$ cat config.mk
export PLATFORM = sky130hd
export DESIGN_NAME = seq_divider
export DESIGN_NICKNAME = d
export VERILOG_FILES = /design/src/rtl/seq_divider.sv
export SDC_FILE = /design/constraint.sdc
export NUM_CORES = 1
export LEC_CHECK = 0
export CAP_MARGIN = 20
export CORE_ASPECT_RATIO = 0.8
export CORE_MARGIN = 8
export CORE_UTILIZATION = 35
export CTS_CLUSTER_SIZE = 16
export DETAILED_ROUTE_END_ITERATION = 7
export GPL_TIMING_DRIVEN = 0
export PLACE_DENSITY = 0.59
export SLEW_MARGIN = 5
export SYNTH_ARGS = -nofsm -noshare
export SYNTH_HDL_FRONTEND = slang
export SYNTH_SLANG_ARGS = --single-unit
$ cat constraint.sdc
create_clock -name clk -period 2.7 [get_ports clk]
set_input_delay 0.54 -clock clk [delete_from_list [all_inputs] [get_ports clk]]
set_output_delay 0.54 -clock clk [all_outputs]
set_load 0.005 [all_outputs]
$ cat src/rtl/seq_divider.sv
// seq_divider: multi-cycle restoring divider, one quotient bit per clock.
// Start/done handshake: a request is accepted on any rising edge where
// start==1 and the unit is not busy (IDLE or DONE state); busy is high for
// the whole RUN state; done is a one-cycle pulse in the DONE state, during
// which quotient/remainder/div_by_zero are already valid and a new start
// is accepted back-to-back.
// Optional feature macro: SEQ_DIVIDER_SIGNED_EN (two's-complement mode
// selected per request by signed_mode). Without it signed_mode is ignored.
module seq_divider #(
    parameter int WIDTH = 32
) (
    input  logic             clk,
    input  logic             Reset,
    input  logic             start,
    input  logic [WIDTH-1:0] dividend,
    input  logic [WIDTH-1:0] divisor,
    input  logic             signed_mode,
    output logic             busy,
    output logic             done,
    output logic [WIDTH-1:0] quotient,
    output logic [WIDTH-1:0] remainder,
    output logic             div_by_zero,
    output logic [1:0]       dbg_state
);

    localparam int CNT_W = $clog2(WIDTH + 1);
    localparam logic [CNT_W-1:0] LAST_CNT = CNT_W'(WIDTH);

    localparam logic [1:0] IDLE = 2'd0;
    localparam logic [1:0] RUN  = 2'd1;
    localparam logic [1:0] DONE = 2'd2;

    logic [1:0]       state;
    logic [CNT_W-1:0] cnt_r;
    logic [WIDTH-1:0] dvs_r;
    logic [WIDTH:0]   rem_r;    // extra bit is the carry slot for the trial subtract
    logic [WIDTH-1:0] q_r;      // dividend shifts out, quotient bits shift in
    logic             dbz_r;

    logic             accept;
    logic [WIDTH:0]   shifted;
    logic [WIDTH:0]   trial;
    logic             qbit;
    logic [WIDTH-1:0] a_mag;
    logic [WIDTH-1:0] b_mag;
    logic [WIDTH-1:0] q_fin;
    logic [WIDTH-1:0] r_fin;

`ifdef SEQ_DIVIDER_SIGNED_EN
    logic neg_q_r;
    logic neg_r_r;
    logic a_neg;
    logic b_neg;
`endif

    // Bit WIDTH of rem_r is always zero between steps; only its low bits feed back.
    logic unused_rem_msb;
    assign unused_rem_msb = rem_r[WIDTH];

    assign busy      = (state == RUN);
    assign done      = (state == DONE);
    assign dbg_state = state;
    assign accept    = start && ((state == IDLE) || (state == DONE));

    // One restoring step: shift in the next dividend bit, try subtracting the divisor.
    always_comb begin
        shifted = {rem_r[WIDTH-1:0], q_r[WIDTH-1]};
        trial   = shifted - {1'b0, dvs_r};
        qbit    = ~trial[WIDTH];
    end

    // Operand magnitudes at capture, and sign fix-up of the finished result.
`ifdef SEQ_DIVIDER_SIGNED_EN
    always_comb begin
        a_neg = signed_mode && dividend[WIDTH-1];
        b_neg = signed_mode && divisor[WIDTH-1];
        a_mag = a_neg ? (~dividend + 1'b1) : dividend;
        b_mag = b_neg ? (~divisor + 1'b1) : divisor;
        q_fin = neg_q_r ? (~q_r + 1'b1) : q_r;
        r_fin = neg_r_r ? (~rem_r[WIDTH-1:0] + 1'b1) : rem_r[WIDTH-1:0];
    end
`else
    logic unused_signed_mode;
    assign unused_signed_mode = signed_mode;

    always_comb begin
        a_mag = dividend;
        b_mag = divisor;
        q_fin = q_r;
        r_fin = rem_r[WIDTH-1:0];
    end
`endif

    // Control FSM, datapath registers and registered results.
    always_ff @(posedge clk) begin
        if (!Reset) begin
            state       <= IDLE;
            cnt_r       <= '0;
            dvs_r       <= '0;
            rem_r       <= '0;
            q_r         <= '0;
            dbz_r       <= 1'b0;
            quotient    <= '0;
            remainder   <= '0;
            div_by_zero <= 1'b0;
`ifdef SEQ_DIVIDER_SIGNED_EN
            neg_q_r     <= 1'b0;
            neg_r_r     <= 1'b0;
`endif
        end else begin
            case (state)
                RUN: begin
                    if (dbz_r || (cnt_r == LAST_CNT)) begin
                        state <= DONE;
                        if (dbz_r) begin
                            quotient    <= '1;
                            remainder   <= q_r;   // raw dividend kept for this case
                            div_by_zero <= 1'b1;
                        end else begin
                            quotient    <= q_fin;
                            remainder   <= r_fin;
                            div_by_zero <= 1'b0;
                        end
                    end else begin
                        rem_r <= qbit ? trial : shifted;
                        q_r   <= {q_r[WIDTH-2:0], qbit};
                        cnt_r <= cnt_r + 1'b1;
                    end
                end
                default: begin
                    // IDLE and DONE both accept a new request.
                    if (accept) begin
                        state <= RUN;
                        cnt_r <= '0;
                        dvs_r <= b_mag;
                        rem_r <= '0;
                        dbz_r <= (divisor == '0);
                        q_r   <= (divisor == '0) ? dividend : a_mag;
`ifdef SEQ_DIVIDER_SIGNED_EN
                        neg_q_r <= a_neg ^ b_neg;
                        neg_r_r <= a_neg;
`endif
                    end else begin
                        state <= IDLE;
                    end
                end
            endcase
        end
    end

endmodule
# [After elaboration in Yosys (flattened, before gate mapping)]
# Index checks and enable logic that the tools add are counted.
[totals] regBits=170 in_bits=68 out_inout_bits=69 wordCells=43
[op_classes] add_sub_neg=2 eq_ne=5 muxes=16 n_bitwise=2 reduce_logical=9
[ops] operator="two-way mux 32 bit" n=9
[ops] operator="subtractor 33 x 32 -> 33 bit" n=1
[ops] operator="zero test 32 bit" n=1
[ops] operator="two-way mux 6 bit" n=3
[ops] operator="adder 6 x 1 -> 6 bit (second input constant)" n=1
[ops] operator="equality test 6 bit (second input constant)" n=1
[ops] operator="AND reduction 2 bit" n=3
[ops] operator="two-way mux 2 bit" n=2
[ops] operator="equality test 2 x 1 -> 1 bit (second input constant)" n=1
[ops] operator="equality test 2 bit (second input constant)" n=1
[ops] operator="zero test 2 bit" n=1
[ops] operator="logical OR 1 bit" n=2
[ops] operator="two-way mux 1 bit" n=2
[ops] operator="inequality test 2 x 1 -> 1 bit (second input constant)" n=1
[ops] operator="inequality test 2 bit (second input constant)" n=1
[ops] operator="inverter 1 bit" n=2
[ops] operator="nonzero test 2 bit" n=1
[ops] operator="logical AND 1 bit" n=1

# [Longest topological paths before layout]
[logic_depth] depth_word=5 ltp_mapped=14 depth_no_buf=12

# [Worst setup path after synthesis]
# No wires, ideal clock.
[synth_path] kind="register to register" start="register q_r[31] (netlist: q_fin[31])" end="register rem_r[15]" setup_ps=128 arrival_ps=2675 t_required_ps=2572 path_slack_ps=-103 path_stages_with_launch=15 path_buffers=2 period_less_slack_ps=2803 path_cell_list="dfxtp_1 inv_1 ha_1 inv_1 fa_1 a211oi_2 o21ai_2 o2111ai_4 a211oi_2 o31ai_2 xor2_1 buf_6 buf_12 mux2i_1 o21ai_1"
[synth_via] elab_chain_cells=4
[synth_lines] element="from (decl)" line_no="37" source="logic [WIDTH-1:0] q_r;"
[synth_lines] element="from (signal assigned)" line_no="126" source="q_r <= {q_r[WIDTH-2:0], qbit};"
[synth_lines] element="from (signal assigned)" line_no="138" source="q_r <= (divisor == '0) ? dividend : a_mag;"
[synth_lines] element="subtractor 33 x 32 -> 33 bit" line_no="68" source="trial = shifted - {1'b0, dvs_r};"
[synth_lines] element="two-way mux 32 bit" line_no="125" source="rem_r <= qbit ? trial : shifted;"
[synth_lines] element="two-way mux 32 bit" line_no="113" source="if (dbz_r || (cnt_r == LAST_CNT)) begin"
[synth_lines] element="two-way mux 32 bit" line_no="111" source="case (state)"
[synth_lines] element="to (signal assigned)" line_no="125"
[synth_lines] element="to (decl)" line_no="36" source="logic [WIDTH:0] rem_r;"
# No other way between the ends. The select of a mux whose other input is x is not followed.
# A chain may end at the register's enable or synchronous reset.

# [Worst setup path in the final report]
[layout_path] start="register q_r[31] (netlist: q_fin[31])" end="register rem_r[20]"
# The elaborated chain is that of the path after synthesis.

==> metrics.md <==
| Metric | Value |
|---|---|
| Synthesized flop and latch total | `between 150 and 200` |
| Fin. Hold Viols | `0` |
| Count leader, synth | `nand2_1` |
| # placed instances | `about 1,500` |
| Clock Latency Late Sink | `between 0.4 and 0.5 ns` |
| Fin Hold WS | `approximately 0.46 ns` |
| Antenna diode count | `0` |
| Worst VDD drop | `roughly 730 µV` |
| PnR worst setup slack | `-0.274 ns` |
| WS Path Type | `flop to flop` |
| CTS Buf Count | `17` |
| Area contributors post-synth | `dfxtp_1 (39%), nand2_1 (8.0%), mux2i_1 (6.3%)` |
| RSZ-0062 raised after global routing | `true` |
| Worst endpoint data arrival time | `approximately 3.3 ns` |
| Adder-cell share of the synthesized area | `0.0510` |
| PD cells | `~1300 mW/mm²` |
| CTS Hold Buffers Added | `0` |
| Antenna Nets Post-Route | `0` |
| Synthesized area per cell | `between 7 and 8 µm²` |
| Post-synthesis simple-gate area fraction | `0.209` |
| Synth Area in XOR/XNOR | `0.0291` |
| Clk buf depth | `2` |
| Remaining DRCs | `0` |
| Core footprint | `about 0.024 mm²` |
| Clk slew on worst S/H paths | `0.07 ns` |
| Layout cells sized above 1 | `0.0923` |
| 1st-iter DRT viols | `roughly 660` |
| Synth area leader | `dfxtp_1` |
| First-pass GRT wire length | `46.0 mm` |
| Nets | `approximately 1,400` |
| Least-Margin Pin Slew | `0.804 ns` |
| Cell variety after synth | `60` |
| Mapped Cells | `around 1,100` |
| CP Max Fanout | `5` |
| Failing checks | `negative setup slack` |
| Die height | `roughly 160 µm` |
| Worst endpoint required time | `roughly 3 ns` |
| Worst Hold Class | `flop to flop` |
| Final setup viols | `33` |
| Clk sinks | `170` |
| CTS Root Buffer Type | `clkbuf_16` |
| CTS tree | `done` |
| Port Buffers | `135` |
| Pwr Total | `0.0148 W` |
| Cell area after synthesis | `0.00874 mm²` |
| Die area | `about 0.030 mm²` |
| Final min period | `around 3 ns` |
| Max cap viols | `0` |
| Largest net degree at the start of global routing | `19` |
| Rows | `51` |
| Largest family of logic cells by synthesized area | `simple AND/OR/NAND/NOR gates` |
| Leak pwr | `between 4 and 5 nW` |
| Critical path launch point type | `flop` |
| Via count | `about 8,600` |
| Slew HR | `0.464` |
| Wire per inst | `around 19 µm` |
| Area Growth Syn to Fin | `31.6%` |
| Most frequent cells after synthesis | `nand2_1 (187), dfxtp_1 (170), nor2_1 (126)` |
| CP Capture Type | `flop` |
| Post-synthesis mux area share | `0.0630` |
| Total grt overflow | `0` |
| Post-Route WL | `about 30 mm` |
| Die W | `193 µm` |
| Max Clock Skew | `0.0108 ns` |
| Reg-to-Reg Start | `q_fin[31]` |
| Complex-gate fraction of the synthesized area | `0.204` |
| Post-synthesis async set-or-reset flop share | `0` |
| Ys Warns | `0` |
| Number of antenna violations at the first check in global routing | `1` |
| 1st-pass router iterations | `5` |
| Post-Synthesis Net Count | `1,197` |
| Worst Hold Path EP | `dvs_r[18]` |
| Vias in the first global route | `roughly 8,300` |
| Dpl hpwl | `approximately 23 mm` |
| Worst r2r dst | `rem_r[20]` |
| Status | `finished with violations` |
| Top cell type's share of synthesized area | `0.390` |
| Non-filler cells, final | `roughly 1,600` |
| FMAX | `336 MHz` |
| Top_reg_cell synth | `dfxtp_1` |
| Number of synthesized flops with an enable pin | `0` |
| Seq/Total Area, Yosys | `0.390` |
| Hold_sp | `dvs_r[18]` |
| Reg2Reg Setup Slack | `-0.27 ns` |
| Count of pins over their slew limit | `0` |
| Htree depth | `4` |
| Period utilization | `1.10` |
| GPL Wtd Cong | `~0.89` |
| Initial Util | `0.357` |
| GR Util All Layers | `0.192` |
| Reg2reg path depth | `14` |
| Worst Hold Depth | `2` |
| Via-to-Cell Ratio | `between 5 and 6` |
| Setup TNS Final | `-7.04 ns` |
| I/O pins | `137` |
report_power, final:
part,leakage [nW],internal (W),switching (W)
combinational,2.64,0.00447,0.00472
sequential,1.39,0.00279,0.000412
clock,0.279,0.00124,0.00121
per-layer routing:
layer	part of all wire	GRT usage	vias up
met5	0.00044	0	-
met4	0.016	0.0483	2
met3	0.066	0.0427	40
met2	0.43	0.292	255
met1	0.48	0.271	4057
li1	-	-	4203
flip-flops by register name, summed over array words and instances (netlist names):
| name | count |
|---|---|
| cnt_r | 6 |
| dbg_state | 2 |
| dbz_r | 1 |
| div_by_zero | 1 |
| dvs_r | 32 |
| q_fin | 32 |
| quotient | 32 |
| rem_r | 32 |
| remainder | 32 |
area by class of cell:
cell class              instances  area [µm²]
flip-flops and latches        170        3410
fillers                      2409       12900
clock buffers                  18         429
clock inverters                14         150
well taps                     318         398
inverters                      39         149
plain buffers                  70         342
repair buffers                156        1540
multi-input cells             811        5070
cells in the final DEF (no fill, tap or decap), types with 5 or more instances in the layout:
cell,count
nand2_1,183
dfxtp_1,165
clkdlybuf4s50_1,135
nor2_1,125
a21oi_1,66
mux2i_1,55
clkbuf_1,51
nor3_1,45
a211oi_1,35
inv_1,35
a311oi_1,31
o21ai_0,25
o21ai_1,23
ha_1,23
clkbuf_16,18
buf_4,18
a21o_1,17
xnor2_1,16
nand3_1,14
o22ai_1,14
xor2_1,12
o21a_1,10
nand4_1,9
o211ai_1,8
nor4_1,8
ha_4,8
clkbuf_2,7
nor2b_1,7
inv_8,6
a32oi_1,5
a31oi_1,5
buf_1,5
worst max path at each step:
stage | from | end | slack [ns]
5_1_grt | q_fin[31] | rem_r[4] | -0.41
6_report | q_fin[31] | rem_r[20] | -0.27
3_5_place_dp | dvs_r[0] | rem_r[16] | -0.56
3_3_place_gp | dvs_r[0] | rem_r[11] | -0.50
4_1_cts | q_fin[31] | rem_r[14] | -0.27
2_1_floorplan | dvs_r[0] | rem_r[15] | 0.01
metrics by stage:
step,util,setup slack (ns),cell area (µm²)
5_1_grt,0.470,-0.410,11500
3_5_place_dp,0.430,-0.562,10500
2_1_floorplan,-,0.00991,8750
6_report,0.470,-0.274,11500
3_3_place_gp,0.430,-0.496,10500
4_1_cts,0.459,-0.267,11200
critical path: stages (launching register included):
cell and delay, ns:
dfxtp_4 0.35, inv_2 0.06, ha_4 0.12, inv_2 0.03
fa_2 0.35, a211oi_2 0.24, o21ai_2 0.12, o2111ai_4 0.27
a211oi_4 0.14, o31ai_4 0.25, xor2_2 0.26, buf_6 0.22
clkbuf_16 0.17, mux2i_1 0.19, o21ai_1 0.07
cell families after synthesis:
kind of cell | count (synthesis)
flops | 170
mux | 55
buf+inv | 113
simple gates | 426
fa+ha+maj | 35
compound gates | 266
xor+xnor | 29
what timing repair did:
action / CTS / global route
resized for setup: 18 / 53
cloned: 1 / 2
pin swaps: 5 / 8
buffers inserted: 9 / 9
hold endpoints to repair: 0 / 0
setup endpoints to repair: 104 / 107
(Power assumes the default switching activity.)
